<file path="config.mk">
export PLATFORM = sky130hd
export DESIGN_NAME = mdio_master
export DESIGN_NICKNAME = d
export VERILOG_FILES = /design/src/rtl/lb_mdio_pkg.sv /design/src/rtl/mdio_clkgen.sv /design/src/rtl/mdio_master.sv
export SDC_FILE = /design/constraint.sdc
export NUM_CORES = 1
export LEC_CHECK = 0
export BUFFER_PORTS_ARGS = -buffer_cell sky130_fd_sc_hd__buf_2
export CORE_ASPECT_RATIO = 1.25
export CORE_MARGIN = 1
export CORE_UTILIZATION = 25
export CTS_BUF_LIST = sky130_fd_sc_hd__clkbuf_2 sky130_fd_sc_hd__clkbuf_4 sky130_fd_sc_hd__clkbuf_8
export CTS_CLUSTER_SIZE = 24
export DETAILED_ROUTE_END_ITERATION = 8
export REMOVE_ABC_BUFFERS = 1
export SLEW_MARGIN = 10
export SYNTH_ARGS = -nofsm -noshare
export SYNTH_HDL_FRONTEND = slang
export SYNTH_HIERARCHICAL = 1
export SYNTH_SLANG_ARGS = --single-unit
export TNS_END_PERCENT = 20
</file>
<file path="constraint.sdc">
create_clock -name clk_i -period 4.9 [get_ports clk_i]
set_clock_uncertainty 0.15 [all_clocks]
set_input_delay 0.98 -clock clk_i [delete_from_list [all_inputs] [get_ports clk_i]]
set_output_delay 0.98 -clock clk_i [all_outputs]
set_load 0.01 [all_outputs]
</file>
<file path="src/rtl/lb_mdio_pkg.sv">
// -----------------------------------------------------------------------------
// lb_mdio_pkg
//
// Shared definitions for the Clause-22 MDIO master:
//   - frame field constants (start, opcodes, write turnaround)
//   - preamble / frame lengths and bit positions inside a frame
//   - FSM state encoding
//   - mdio_frame(): assembles the 32-bit frame word, MSB first
//
// Configuration macro used by the importing RTL: MDIO_PREAMBLE_EN.
// -----------------------------------------------------------------------------
package lb_mdio_pkg;

    localparam logic [1:0] MDIO_ST       = 2'b01;
    localparam logic [1:0] MDIO_OP_WRITE = 2'b01;
    localparam logic [1:0] MDIO_OP_READ  = 2'b10;
    localparam logic [1:0] MDIO_TA_WRITE = 2'b10;

    localparam int MDIO_PRE_BITS   = 32;
    localparam int MDIO_FRAME_BITS = 32;
    // Frame bit index (0 = first bit on the wire) of the first TA bit and
    // of the first DATA bit.
    localparam int MDIO_TA_BIT     = 14;
    localparam int MDIO_DATA_BIT   = 16;

    typedef enum logic [1:0] {
        ST_IDLE  = 2'd0,
        ST_PRE   = 2'd1,
        ST_SHIFT = 2'd2,
        ST_DONE  = 2'd3
    } mdio_state_e;

    // Frame word, MSB transmitted first. For reads the TA and DATA fields are
    // never driven onto the pin (the pin is released), so they are filled with
    // ones purely to keep mdio_o at its idle level.
    function automatic logic [31:0] mdio_frame(
        input logic        write,
        input logic [4:0]  phy,
        input logic [4:0]  regad,
        input logic [15:0] wdata
    );
        logic [1:0]  op;
        logic [1:0]  ta;
        logic [15:0] data;
        op   = write ? MDIO_OP_WRITE : MDIO_OP_READ;
        ta   = write ? MDIO_TA_WRITE : 2'b11;
        data = write ? wdata : 16'hFFFF;
        return {MDIO_ST, op, phy, regad, ta, data};
    endfunction

endpackage

</file>
<file path="src/rtl/mdio_clkgen.sv">
// -----------------------------------------------------------------------------
// mdio_clkgen
//
// MDC generator. A phase counter runs 0..ClkDiv-1 while en_i is high and MDC
// toggles at every terminal count, giving a period of 2*ClkDiv clk_i cycles
// that always starts with the low half. When en_i is low the counter and MDC
// are held at zero, so every frame starts from a known phase.
//
// rise_o / fall_o are combinational one-cycle strobes that are high in the
// cycle whose closing clk_i edge makes MDC go 0->1 / 1->0.
//
// Ports:
//   clk_i   in   system clock
//   rst_i   in   synchronous active-high reset
//   en_i    in   run the generator (master busy)
//   mdc_o   out  management clock
//   rise_o  out  MDC rises on the next clk_i edge
//   fall_o  out  MDC falls on the next clk_i edge
// -----------------------------------------------------------------------------
module mdio_clkgen #(
    parameter int ClkDiv = 25
) (
    input  logic clk_i,
    input  logic rst_i,
    input  logic en_i,
    output logic mdc_o,
    output logic rise_o,
    output logic fall_o
);

    localparam int CntW = (ClkDiv > 1) ? $clog2(ClkDiv) : 1;

    logic [CntW-1:0] cnt_q, cnt_d;
    logic            mdc_q, mdc_d;
    logic            tc;

    assign tc = (cnt_q == CntW'(ClkDiv - 1));

    always_comb begin
        cnt_d = cnt_q;
        mdc_d = mdc_q;
        if (!en_i) begin
            cnt_d = '0;
            mdc_d = 1'b0;
        end else if (tc) begin
            cnt_d = '0;
            mdc_d = ~mdc_q;
        end else begin
            cnt_d = cnt_q + CntW'(1);
        end
    end

    always_ff @(posedge clk_i) begin
        if (rst_i) begin
            cnt_q <= '0;
            mdc_q <= 1'b0;
        end else begin
            cnt_q <= cnt_d;
            mdc_q <= mdc_d;
        end
    end

    assign mdc_o  = mdc_q;
    assign rise_o = en_i & tc & ~mdc_q;
    assign fall_o = en_i & tc &  mdc_q;

endmodule

</file>
<file path="src/rtl/mdio_master.sv">
// -----------------------------------------------------------------------------
// mdio_master
//
// Clause-22 MDIO management master. Accepts one register read/write command
// at a time and shifts it out as an MDC/MDIO frame; reads are shifted back in
// from mdio_i through a 2-flop synchronizer.
//
// Configuration: define MDIO_PREAMBLE_EN to send a 32-bit all-ones preamble
// before every frame (64-bit frames). Without it the PRE state is not built and
// frames are 32 bits (preamble suppression; PHY must support it).
//
// Command handshake: a command transfers on a clk_i edge where cmd_valid_i and
// cmd_ready_o are both high. cmd_ready_o is high only in IDLE; the source must
// hold cmd_valid_i and the command fields stable until the transfer, and
// cmd_valid_i seen while busy is ignored. rsp_valid_o is a one-cycle pulse with
// no back-pressure; rsp_rdata_o/rsp_err_o are valid with it.
//
// Ports:
//   clk_i, rst_i          clock, synchronous active-high reset
//   cmd_valid_i/ready_o   command handshake
//   cmd_write_i           1 = write, 0 = read
//   cmd_phy_i, cmd_reg_i  PHY / register address
//   cmd_wdata_i           write data
//   rsp_valid_o           completion pulse
//   rsp_rdata_o           read data (updated on reads only)
//   rsp_err_o             read turnaround error (second TA bit sampled high)
//   busy_o                frame in progress
//   mdc_o                 management clock
//   mdio_o, mdio_oen_o    data out, 1 = release pin
//   mdio_i                data in from the pin
//
// Timing (ClkDiv = C): each bit is C cycles MDC-low then C cycles MDC-high.
// A new bit is driven on the MDC falling edge; read data is sampled when MDC
// rises. With the 2-cycle synchronizer lag, C >= 4 keeps the sample inside
// the bit the PHY is driving.
// -----------------------------------------------------------------------------
module mdio_master
    import lb_mdio_pkg::*;
#(
    parameter int ClkDiv = 25
) (
    input  logic        clk_i,
    input  logic        rst_i,
    input  logic        cmd_valid_i,
    output logic        cmd_ready_o,
    input  logic        cmd_write_i,
    input  logic [4:0]  cmd_phy_i,
    input  logic [4:0]  cmd_reg_i,
    input  logic [15:0] cmd_wdata_i,
    output logic        rsp_valid_o,
    output logic [15:0] rsp_rdata_o,
    output logic        rsp_err_o,
    output logic        busy_o,
    output logic        mdc_o,
    output logic        mdio_o,
    output logic        mdio_oen_o,
    input  logic        mdio_i
);

    mdio_state_e state_q, state_d;
    logic [4:0]  bit_idx_q, bit_idx_d;   // bit index within PRE or SHIFT
    logic [31:0] frame_q, frame_d;       // remaining frame bits, MSB next
    logic        is_read_q, is_read_d;
    logic        mdio_q, mdio_d;
    logic        oen_q, oen_d;
    logic        rsp_valid_q, rsp_valid_d;
    logic [15:0] rdata_q, rdata_d;
    logic        err_q, err_d;
    logic [15:0] rx_q, rx_d;             // read data shift register
    logic        ta_q, ta_d;             // sampled second TA bit
    logic [1:0]  sync_q, sync_d;         // mdio_i synchronizer, [1] is synced

    logic        busy;
    logic        accept;
    logic        mdc_rise;
    logic        mdc_fall;
    logic [4:0]  next_idx;

    assign busy   = (state_q != ST_IDLE);
    assign accept = cmd_valid_i & (state_q == ST_IDLE);

    mdio_clkgen #(
        .ClkDiv (ClkDiv)
    ) u_clkgen (
        .clk_i  (clk_i),
        .rst_i  (rst_i),
        .en_i   (busy),
        .mdc_o  (mdc_o),
        .rise_o (mdc_rise),
        .fall_o (mdc_fall)
    );

    always_comb begin
        state_d     = state_q;
        bit_idx_d   = bit_idx_q;
        frame_d     = frame_q;
        is_read_d   = is_read_q;
        mdio_d      = mdio_q;
        oen_d       = oen_q;
        rsp_valid_d = 1'b0;
        rdata_d     = rdata_q;
        err_d       = err_q;
        rx_d        = rx_q;
        ta_d        = ta_q;
        sync_d      = {sync_q[0], mdio_i};
        next_idx    = bit_idx_q + 5'd1;

        case (state_q)
            ST_IDLE: begin
                mdio_d = 1'b1;
                oen_d  = 1'b1;
                if (accept) begin
                    frame_d   = mdio_frame(cmd_write_i, cmd_phy_i, cmd_reg_i, cmd_wdata_i);
                    is_read_d = ~cmd_write_i;
                    bit_idx_d = 5'd0;
                    // ST/OP/PHY/REG are always driven, reads included.
                    oen_d     = 1'b0;
`ifdef MDIO_PREAMBLE_EN
                    state_d   = ST_PRE;
                    mdio_d    = 1'b1;
`else
                    state_d   = ST_SHIFT;
                    mdio_d    = frame_d[31];
`endif
                end
            end

`ifdef MDIO_PREAMBLE_EN
            ST_PRE: begin
                if (mdc_fall) begin
                    if (bit_idx_q == 5'(MDIO_PRE_BITS - 1)) begin
                        state_d   = ST_SHIFT;
                        bit_idx_d = 5'd0;
                        mdio_d    = frame_q[31];
                    end else begin
                        bit_idx_d = next_idx;
                        mdio_d    = 1'b1;
                    end
                end
            end
`endif

            ST_SHIFT: begin
                // Rising edge: capture what the PHY is driving for the
                // current bit (second TA bit, then 16 data bits).
                if (mdc_rise && is_read_q) begin
                    if (bit_idx_q == 5'(MDIO_TA_BIT + 1)) begin
                        ta_d = sync_q[1];
                    end
                    if (bit_idx_q >= 5'(MDIO_DATA_BIT)) begin
                        rx_d = {rx_q[14:0], sync_q[1]};
                    end
                end
                // Falling edge: move to the next bit, or finish after the
                // last one.
                if (mdc_fall) begin
                    if (bit_idx_q == 5'(MDIO_FRAME_BITS - 1)) begin
                        state_d     = ST_DONE;
                        mdio_d      = 1'b1;
                        oen_d       = 1'b1;
                        rsp_valid_d = 1'b1;
                        if (is_read_q) begin
                            rdata_d = rx_q;
                            err_d   = ta_q;
                        end else begin
                            err_d   = 1'b0;
                        end
                    end else begin
                        bit_idx_d = next_idx;
                        frame_d   = {frame_q[30:0], 1'b0};
                        mdio_d    = frame_q[30];
                        // Reads hand the pin to the PHY from the first TA bit.
                        oen_d     = is_read_q & (next_idx >= 5'(MDIO_TA_BIT));
                    end
                end
            end

            ST_DONE: begin
                state_d = ST_IDLE;
                mdio_d  = 1'b1;
                oen_d   = 1'b1;
            end

            default: begin
                state_d = ST_IDLE;
                mdio_d  = 1'b1;
                oen_d   = 1'b1;
            end
        endcase
    end

    always_ff @(posedge clk_i) begin
        if (rst_i) begin
            state_q     <= ST_IDLE;
            bit_idx_q   <= 5'd0;
            frame_q     <= '0;
            is_read_q   <= 1'b0;
            mdio_q      <= 1'b1;
            oen_q       <= 1'b1;
            rsp_valid_q <= 1'b0;
            rdata_q     <= 16'h0000;
            err_q       <= 1'b0;
            rx_q        <= 16'h0000;
            ta_q        <= 1'b0;
            sync_q      <= 2'b11;
        end else begin
            state_q     <= state_d;
            bit_idx_q   <= bit_idx_d;
            frame_q     <= frame_d;
            is_read_q   <= is_read_d;
            mdio_q      <= mdio_d;
            oen_q       <= oen_d;
            rsp_valid_q <= rsp_valid_d;
            rdata_q     <= rdata_d;
            err_q       <= err_d;
            rx_q        <= rx_d;
            ta_q        <= ta_d;
            sync_q      <= sync_d;
        end
    end

    assign cmd_ready_o = (state_q == ST_IDLE);
    assign busy_o      = busy;
    assign mdio_o      = mdio_q;
    assign mdio_oen_o  = oen_q;
    assign rsp_valid_o = rsp_valid_q;
    assign rsp_rdata_o = rdata_q;
    assign rsp_err_o   = err_q;

endmodule

</file>
==> impl_metrics.csv, run 1 <==
group,metric,value,unit
synth,synth.yosys.seq_area_share,46.72,%
synth,synth_async_sr_flop_share,0,%
min_path,whs_endpoint,"sync_q[1]",
min_path,holdPathStages,1,
clocking,clk_pin_slew_worst_paths,0.09,ns
critical_path,cp_cell_sequence,"ha_1, and3_1, ha_1, and4bb_4, or2_2, o211ai_1, a21oi_1",
clocking,post_cts_hold_buffer_count,0,
sta,setup_total_negative_slack,0,ns
synth,postSynthAreaPerCell,9.022,um^2
critical_path,critical-path-top-cell-by-count,"sky130_fd_sc_hd__ha_1",
critical_path,timing.critical_path.max_delay_family,"simple AND/OR/NAND/NOR gates",
flow_run,timing.max_cap.violations,0,
route,average_via_count_per_standard_cell,4.609,
clocking,cts_buffer_depth,2,
critical_path,slowest_stage_delay_cp,0.78,ns
synth,synth_area_leader_cell,"sky130_fd_sc_hd__dfxtp_1",
sta,fmaxAchievable,348.4,MHz
critical_path,path_class,"reg2reg",
die,io_pins,54,
die,placeableCoreArea,13930,um^2
clocking,tritoncts,"done",
finish,drive_above_1_share,23.01,%
critical_path,r2r_end,"frame_q[5]",
route,routed-via-count,2830,
sta,rsz0062_at_grt,"false",
critical_path,sort_of_element_at_the_end_of_the_critical_path,"register",
sta,slew-limit-headroom,29.93,%
clocking,cts_made_buffers,9,
critical_path,critical_path_peak_fanout,43,
route,post-route-drc-count,0,
grt,grt.total_usage,10.58,%
grt,grt-ovfl-total,0,
route,drt-total-wl,7.559,mm
synth,yosysWarningCount,6,
sta,fraction_of_the_cycle_the_final_worst_path_needs,58.57,%
sta,worst_slew_pin_slew,1.051,ns
grt,global_route.usage.met3,3.835,%
place,gp_congestion,0.7294,
route,detail-route-antenna-nets,0,
die,die_height,136.2,um
synth,synthTopCellsByArea,"sky130_fd_sc_hd__dfxtp_1 47%, sky130_fd_sc_hd__nand2_1 8.1%, sky130_fd_sc_hd__a21oi_1 5.4%",
synth,syn_area,3600,um^2
critical_path,critical_path_cell_count,7,
grt,met1_usage_grt,12.33,%
power,pwr_density_cell,327.0,nW/um^2
grt,top_usage_layer,"met2",
place,pre_cts_slack,2.020,ns
run_status,result_of_the_run,"finished clean",
die,die_width,109.3,um
critical_path,worst_ep_arrival_time,3.00,ns
critical_path,worstPathRequired,5.03,ns
clocking,cts_setup_buffers,0,
synth,synth.lib_cells_used.distinct,45,
critical_path,crit_slowest_cell,"sky130_fd_sc_hd__or2_2",
power,p_leak,1.481,nW
min_path,hold_start,"sync_q[0]",
sta,timing.final.max_slew_violations,0,
sta,hold_violations,0,
grt,grt_start_max_net_pins,51,
critical_path,setup.reg_to_reg.worst_slack,2.03,ns
min_path,hold_path_class,"reg2reg",
synth,post_synth_inst_count,399,
critical_path,worst_r2r_startpoint,"bit_idx_q[0]",
die,initial_core_util,25.84,%
grt,via_count_of_the_first_global_routing_pass,2613,
synth,yosys_register_bits,84,
sta,final-setup-viol-count,0,
place,port-buffer-count,53,
critical_path,timing.critical_path.from_type,"register",
synth,synth-edff-count,0,
power,vdd_ir_drop_max,205.5,uV
finish,n_antenna_cell,0,
grt,antenna_found_initial,0,
synth,yosys_most_used_dff,"sky130_fd_sc_hd__dfxtp_1",
critical_path,cp.buffers_inverters,0,
route,drt_iter0_drc,210,
clocking,cts.repair.resized,0,
clocking,clk_latency,0.37,ns
synth,post-synth-top-count-cell,"sky130_fd_sc_hd__dfxtp_1",
clocking,htreeDepth,3,
critical_path,rr_worst_depth,7,
route,detail_route.wl_per_cell,12.31,um
grt,met2_usage,17.65,%
route,1st_pass_router_iterations,4,
sta,final_critical_path_setup_slack,2.030,ns
clocking,cts_num_sinks,84,
clocking,cts-root-buf,"sky130_fd_sc_hd__clkbuf_8",
synth,synth.top_cells.by_count,"84 x sky130_fd_sc_hd__dfxtp_1, 78 x sky130_fd_sc_hd__nand2_1, 39 x sky130_fd_sc_hd__a21oi_1, 36 x sky130_fd_sc_hd__nor2_1, 18 x sky130_fd_sc_hd__o211ai_1",
grt,grt_pass1_wl,12.20,mm
finish,areaGrowthSynthToFinish,14.36,%
die,fp-row-count,48,
finish,total_nets_final,471,
place,place_hpwl,4.954,mm
die,design.die.area,14890,um^2
synth,synth_largest_type_area_fraction,46.72,%
sta,period_needed,2.870,ns
-- metal layers --
metal / share of wire [%] / vias to the layer above
met1: 45 / 1323
met3: 5.6 / 9
met5: 0 / -
li1: - / 1434
met2: 48 / 64
met4: 1.5 / 0
-- worst reg2reg max path: cells and delay by family (launching register included) --
kind,cells,cell delay (ns)
adder cells (fa/ha/maj),2,0.49
AO/OA/AOI/OAI,2,0.42
flip-flops,1,0.37
AND/OR/NAND/NOR,3,1.36
-- state kept, by name, indices dropped and copies added, names as in the netlist --
register / cells
frame_q: 31
rsp_rdata_o: 16
rx_q: 16
bit_idx_q: 5
u_clkgen/cnt_q: 5
state_q: 2
sync_q: 2
is_read_q: 1
mdio_o: 1
mdio_oen_o: 1
rsp_err_o: 1
rsp_valid_o: 1
ta_q: 1
u_clkgen/mdc_o: 1
-- cells by family after synthesis --
family | count (synthesis) | synth area share (%)
xor gates and xnor gates | 6 | 1.460
buffers and inverters | 38 | 6.048
AOI/OAI and AO/OA | 77 | 15.71
adders and majority gates | 6 | 2.085
muxes | 16 | 4.449
DFF | 84 | 46.72
and+or+nand+nor | 172 | 23.53
-- power by group --
part | switching, mW | total, mW | internal [mW]
sequential | 0.0150 | 0.721 | 0.706
clock | 0.248 | 0.516 | 0.267
combinational | 0.0661 | 0.110 | 0.0436
total | 0.329 | 1.35 | 1.02
-- metrics by stage --
step	area (um^2)	cells	power, mW	hold WS [ns]	utilization, %
CTS	4116	614	1.365	0.2813	29.54
detailed placement	3910	598	0.8473	0.2530	28.06
floorplan	3408	368	0.8010	0.2395	-
global route	4116	614	1.402	0.2915	29.54
finish	4116	614	1.346	0.2750	29.54
global placement	3910	598	0.8435	0.2465	28.06
-- placed cells by master (no fill, tap or decap), types with 6 or more instances in the layout --
master,instances
sky130_fd_sc_hd__mux2i_1,16
sky130_fd_sc_hd__a311oi_2,10
sky130_fd_sc_hd__nand3_1,6
sky130_fd_sc_hd__nor2_1,36
sky130_fd_sc_hd__dfxtp_1,84
sky130_fd_sc_hd__o211ai_1,18
sky130_fd_sc_hd__nand2_1,78
sky130_fd_sc_hd__a21oi_1,39
sky130_fd_sc_hd__clkbuf_8,11
sky130_fd_sc_hd__ha_1,6
sky130_fd_sc_hd__nand3b_1,17
sky130_fd_sc_hd__nor3_1,8
sky130_fd_sc_hd__nor2_2,9
sky130_fd_sc_hd__buf_2,53
sky130_fd_sc_hd__inv_1,7
-- worst max path at each step --
stage / start / to / slack [ns]
after CTS: bit_idx_q[0] / frame_q[5] / 2.00
after global placement: cmd_valid_i / bit_idx_q[2] / 2.12
after floorplan: bit_idx_q[0] / frame_q[19] / 1.96
after detailed placement: bit_idx_q[0] / frame_q[19] / 2.02
final: bit_idx_q[0] / frame_q[5] / 2.03
after global routing: bit_idx_q[0] / frame_q[5] / 1.85
-- cell type report --
cell class / instances / area [um^2]
clock buffer: 12 / 158.9
clock inverter: 4 / 47.55
fill: 1476 / 9817
inverter: 7 / 26.28
multi-input combinational: 277 / 1703
sequential: 84 / 1682
tap: 175 / 219.0
timing repair buffer: 55 / 280.3
Power figures use the tool's default switching activity.
==> run 2, diff against run 1 <==
ABC_AREA = 1   (was default)
clock period = 2.9 ns   (was 4.9 ns; I/O delays follow)
==> run 2 against run 1 <==
  * Worst setup slack worse by 1.6 ns
  * Sequential cell count stayed put
  * Fmax is 16% higher
  * Combinational power is 100% higher
  * Non-clock buffer count is 1 higher
  * Clock-buffer cell count is 2 lower
  * Synthesized area is 3.2% lower
  * Critical path type unchanged
  * Largest cell class is now registers
==> impl_metrics.csv, run 2 <==
group,metric,value,unit
die,initial_core_util,25.99,%
route,drt_iter0_drc,125,
critical_path,slowest_stage_delay_cp,0.47,ns
critical_path,timing.critical_path.from_type,"register",
sta,worst_slew_pin_slew,0.5703,ns
grt,grt-ovfl-total,0,
critical_path,worst_r2r_startpoint,"u_clkgen/cnt_q[0]",
power,total_power,2.383,mW
finish,drive_above_1_share,18.76,%
grt,met2_usage,18.48,%
critical_path,crit_slowest_cell,"sky130_fd_sc_hd__nor2_4",
critical_path,critical_path_cell_count,12,
critical_path,path_class,"reg2reg",
clocking,cts_setup_buffers,0,
sta,slew-limit-headroom,61.89,%
place,gp_congestion,0.7695,
clocking,cts_buffer_depth,2,
power,p_leak,1.782,nW
clocking,cts_num_sinks,84,
clocking,cts_made_buffers,9,
clocking,cts-root-buf,"sky130_fd_sc_hd__clkbuf_8",
sta,rsz0062_at_grt,"false",
sta,worst_hold_slack,0.2581,ns
sta,fraction_of_the_cycle_the_final_worst_path_needs,85.27,%
finish,leading_cell_type_in_the_layout_fill_and_taps_excluded,"sky130_fd_sc_hd__nor2_1",
route,post-route-drc-count,0,
sta,fmaxAchievable,404.4,MHz
synth,synthTopCellsByArea,"sky130_fd_sc_hd__dfxtp_1 48%, sky130_fd_sc_hd__nor2_1 11%, sky130_fd_sc_hd__nand2_1 7.9%",
flow_run,timing.max_cap.violations,0,
finish,stdcell_area,4085,um^2
finish,total_nets_final,533,
clocking,tritoncts,"done",
critical_path,critical_path_peak_fanout,32,
die,io_pins,54,
route,detail-route-antenna-nets,0,
place,place_hpwl,5.014,mm
synth,synth_largest_type_area_fraction,48.26,%
synth,syn_area,3485,um^2
critical_path,r2r_end,"frame_q[4]",
synth,synth-edff-count,0,
route,average_via_count_per_standard_cell,4.446,
grt,via_count_of_the_first_global_routing_pass,2819,
critical_path,cp-endpoint,"frame_q[4]",
grt,antenna_found_initial,0,
finish,areaGrowthSynthToFinish,17.24,%
route,drt-total-wl,7.329,mm
finish,largest_register_ff_count,31,
synth,post_synth_inst_count,453,
clocking,clk_pin_slew_worst_paths,0.08,ns
run_status,result_of_the_run,"finished clean",
clocking,clk_latency,0.35,ns
critical_path,setup.worst_path.start,"u_clkgen/cnt_q[0]",
die,die_height,134.0,um
grt,met1_usage_grt,12.09,%
synth,synth.lib_cells_used.distinct,32,
sta,timing.final.max_slew_violations,0,
synth,yosys_most_used_dff,"sky130_fd_sc_hd__dfxtp_1",
synth,post-synth-top-count-cell,"sky130_fd_sc_hd__nor2_1",
synth,yosys_register_bits,84,
grt,top_usage_layer,"met2",
finish,final_core_utilization,30.47,%
synth,synth.top_cells.by_count,"101 x sky130_fd_sc_hd__nor2_1, 84 x sky130_fd_sc_hd__dfxtp_1, 73 x sky130_fd_sc_hd__nand2_1, 37 x sky130_fd_sc_hd__o21ai_0, 24 x sky130_fd_sc_hd__inv_1",
finish,layout_common_cells,"100 x sky130_fd_sc_hd__nor2_1, 84 x sky130_fd_sc_hd__dfxtp_1, 73 x sky130_fd_sc_hd__nand2_1",
die,design.die.area,14420,um^2
die,die_width,107.6,um
grt,global_route.usage.met3,3.547,%
synth,postSynthAreaPerCell,7.692,um^2
critical_path,timing.critical_path.max_delay_family,"simple AND/OR/NAND/NOR gates",
power,pwr_density_cell,583.4,nW/um^2
grt,grt_pass1_wl,12.52,mm
die,placeableCoreArea,13410,um^2
clocking,post_cts_hold_buffer_count,0,
critical_path,cp_cell_sequence,"inv_1, ha_1, nand2_1, inv_1, nand3_2, nor2_1, a21oi_2, nor2_4, buf_12, nand2_1, o21ai_1, nor2_1",
synth,yosysWarningCount,6,
synth,synth_async_sr_flop_share,0,%
place,port-buffer-count,53,
sta,final-setup-viol-count,0,
finish,top_register,"frame_q",
critical_path,sort_of_element_at_the_end_of_the_critical_path,"register",
critical_path,rr_worst_depth,12,
power,vdd_ir_drop_max,251.2,uV
clocking,htreeDepth,3,
critical_path,worst_ep_arrival_time,2.55,ns
synth,synth_area_leader_cell,"sky130_fd_sc_hd__dfxtp_1",
grt,grt.total_usage,10.81,%
die,fp-row-count,47,
route,routed-via-count,2988,
grt,grt_start_max_net_pins,50,
route,detail_route.wl_per_cell,10.91,um
place,placedInstanceArea,3860,um^2
synth,synth.yosys.seq_area_share,48.26,%
min_path,hold_path_class,"in2reg",
clocking,cts.repair.resized,0,
finish,n_antenna_cell,0,
critical_path,setup.reg_to_reg.worst_slack,0.43,ns
route,1st_pass_router_iterations,4,
sta,period_needed,2.473,ns
critical_path,cp.buffers_inverters,3,
sta,hold_violations,0,
critical_path,worstPathRequired,2.98,ns
==> run 2: changes by cell type in the layout (fill, tap and decap cells not counted), moves of 7 or more <==
cell,change
sky130_fd_sc_hd__o211ai_1,-18
sky130_fd_sc_hd__o211a_1,+9
sky130_fd_sc_hd__o21ai_1,+20
sky130_fd_sc_hd__o21ai_0,+36
sky130_fd_sc_hd__nand3b_1,-17
sky130_fd_sc_hd__nor3_1,-7
sky130_fd_sc_hd__a21oi_1,-24
sky130_fd_sc_hd__inv_1,+17
sky130_fd_sc_hd__mux2i_1,-16
sky130_fd_sc_hd__a311oi_2,-10
sky130_fd_sc_hd__o22ai_1,+15
sky130_fd_sc_hd__nor2_2,-7
sky130_fd_sc_hd__nand3_1,+11
sky130_fd_sc_hd__nor2_1,+64
==> run 2: cell type report <==
class | count | area, um^2
Inverter | 31 | 118.9
Clock inverter | 6 | 87.58
Clock buffer | 10 | 137.6
Tap cell | 171 | 214.0
Fill cell | 1461 | 9323
Timing Repair Buffer | 56 | 300.3
Multi-Input combinational cell | 314 | 1545
Sequential cell | 84 | 1682
==> run 2: cells by family after synthesis <==
group	count (synthesis)	synth area share, %
xor gates and xnor gates	1	0.2514
DFF	84	48.26
AOI/OAI and AO/OA	99	16.37
adders and majority gates	6	2.154
buffers and inverters	55	7.612
and+or+nand+nor	208	25.35
==> run 2: layer usage <==
| metal | share of wire [%] | vias to the layer above |
|---|---|---|
| li1 | - | 1567 |
| met4 | 2.3 | 0 |
| met1 | 45 | 1342 |
| met2 | 47 | 66 |
| met3 | 5.5 | 13 |
| met5 | 0 | - |
==> run 2: worst register-to-register path: stages (launching register included) <==
cell,delay [ns]
sky130_fd_sc_hd__dfxtp_1,0.35
sky130_fd_sc_hd__inv_1,0.07
sky130_fd_sc_hd__ha_1,0.14
sky130_fd_sc_hd__nand2_1,0.07
sky130_fd_sc_hd__inv_1,0.10
sky130_fd_sc_hd__nand3_2,0.09
sky130_fd_sc_hd__nor2_1,0.32
sky130_fd_sc_hd__a21oi_2,0.15
sky130_fd_sc_hd__nor2_4,0.47
sky130_fd_sc_hd__buf_12,0.26
sky130_fd_sc_hd__nand2_1,0.07
sky130_fd_sc_hd__o21ai_1,0.08
sky130_fd_sc_hd__nor2_1,0.05
==> run 2: how the worst min path moves through the flow <==
stage | startpoint | endpoint | slack (ns) | cells after the start
after global routing | mdio_i | sync_q[0] | 0.25 | 2
final | mdio_i | sync_q[0] | 0.26 | 2
after CTS | mdio_i | sync_q[0] | 0.24 | 2
after detailed placement | sync_q[0] | sync_q[1] | 0.25 | 1
after global placement | sync_q[0] | sync_q[1] | 0.25 | 1
after floorplan | sync_q[0] | sync_q[1] | 0.24 | 1
==> run 2: through the flow <==
| step | setup TNS (ns) | cells | setup slack, ns |
|---|---|---|---|
| 6_report | 0 | 672 | 0.4271 |
| 5_1_grt | 0 | 672 | 0.1292 |
| 4_1_cts | 0 | 672 | 0.4165 |
| 3_5_place_dp | 0 | 656 | 0.4386 |
| 3_3_place_gp | 0 | 656 | 0.4983 |
| 2_1_floorplan | -16.76 | 429 | -0.6549 |
==> run 2: where the power goes <==
group / switching [mW] / internal [mW] / total (mW)
clock: 0.415 / 0.508 / 0.924
sequential: 0.0299 / 1.20 / 1.23
combinational: 0.134 / 0.0907 / 0.225
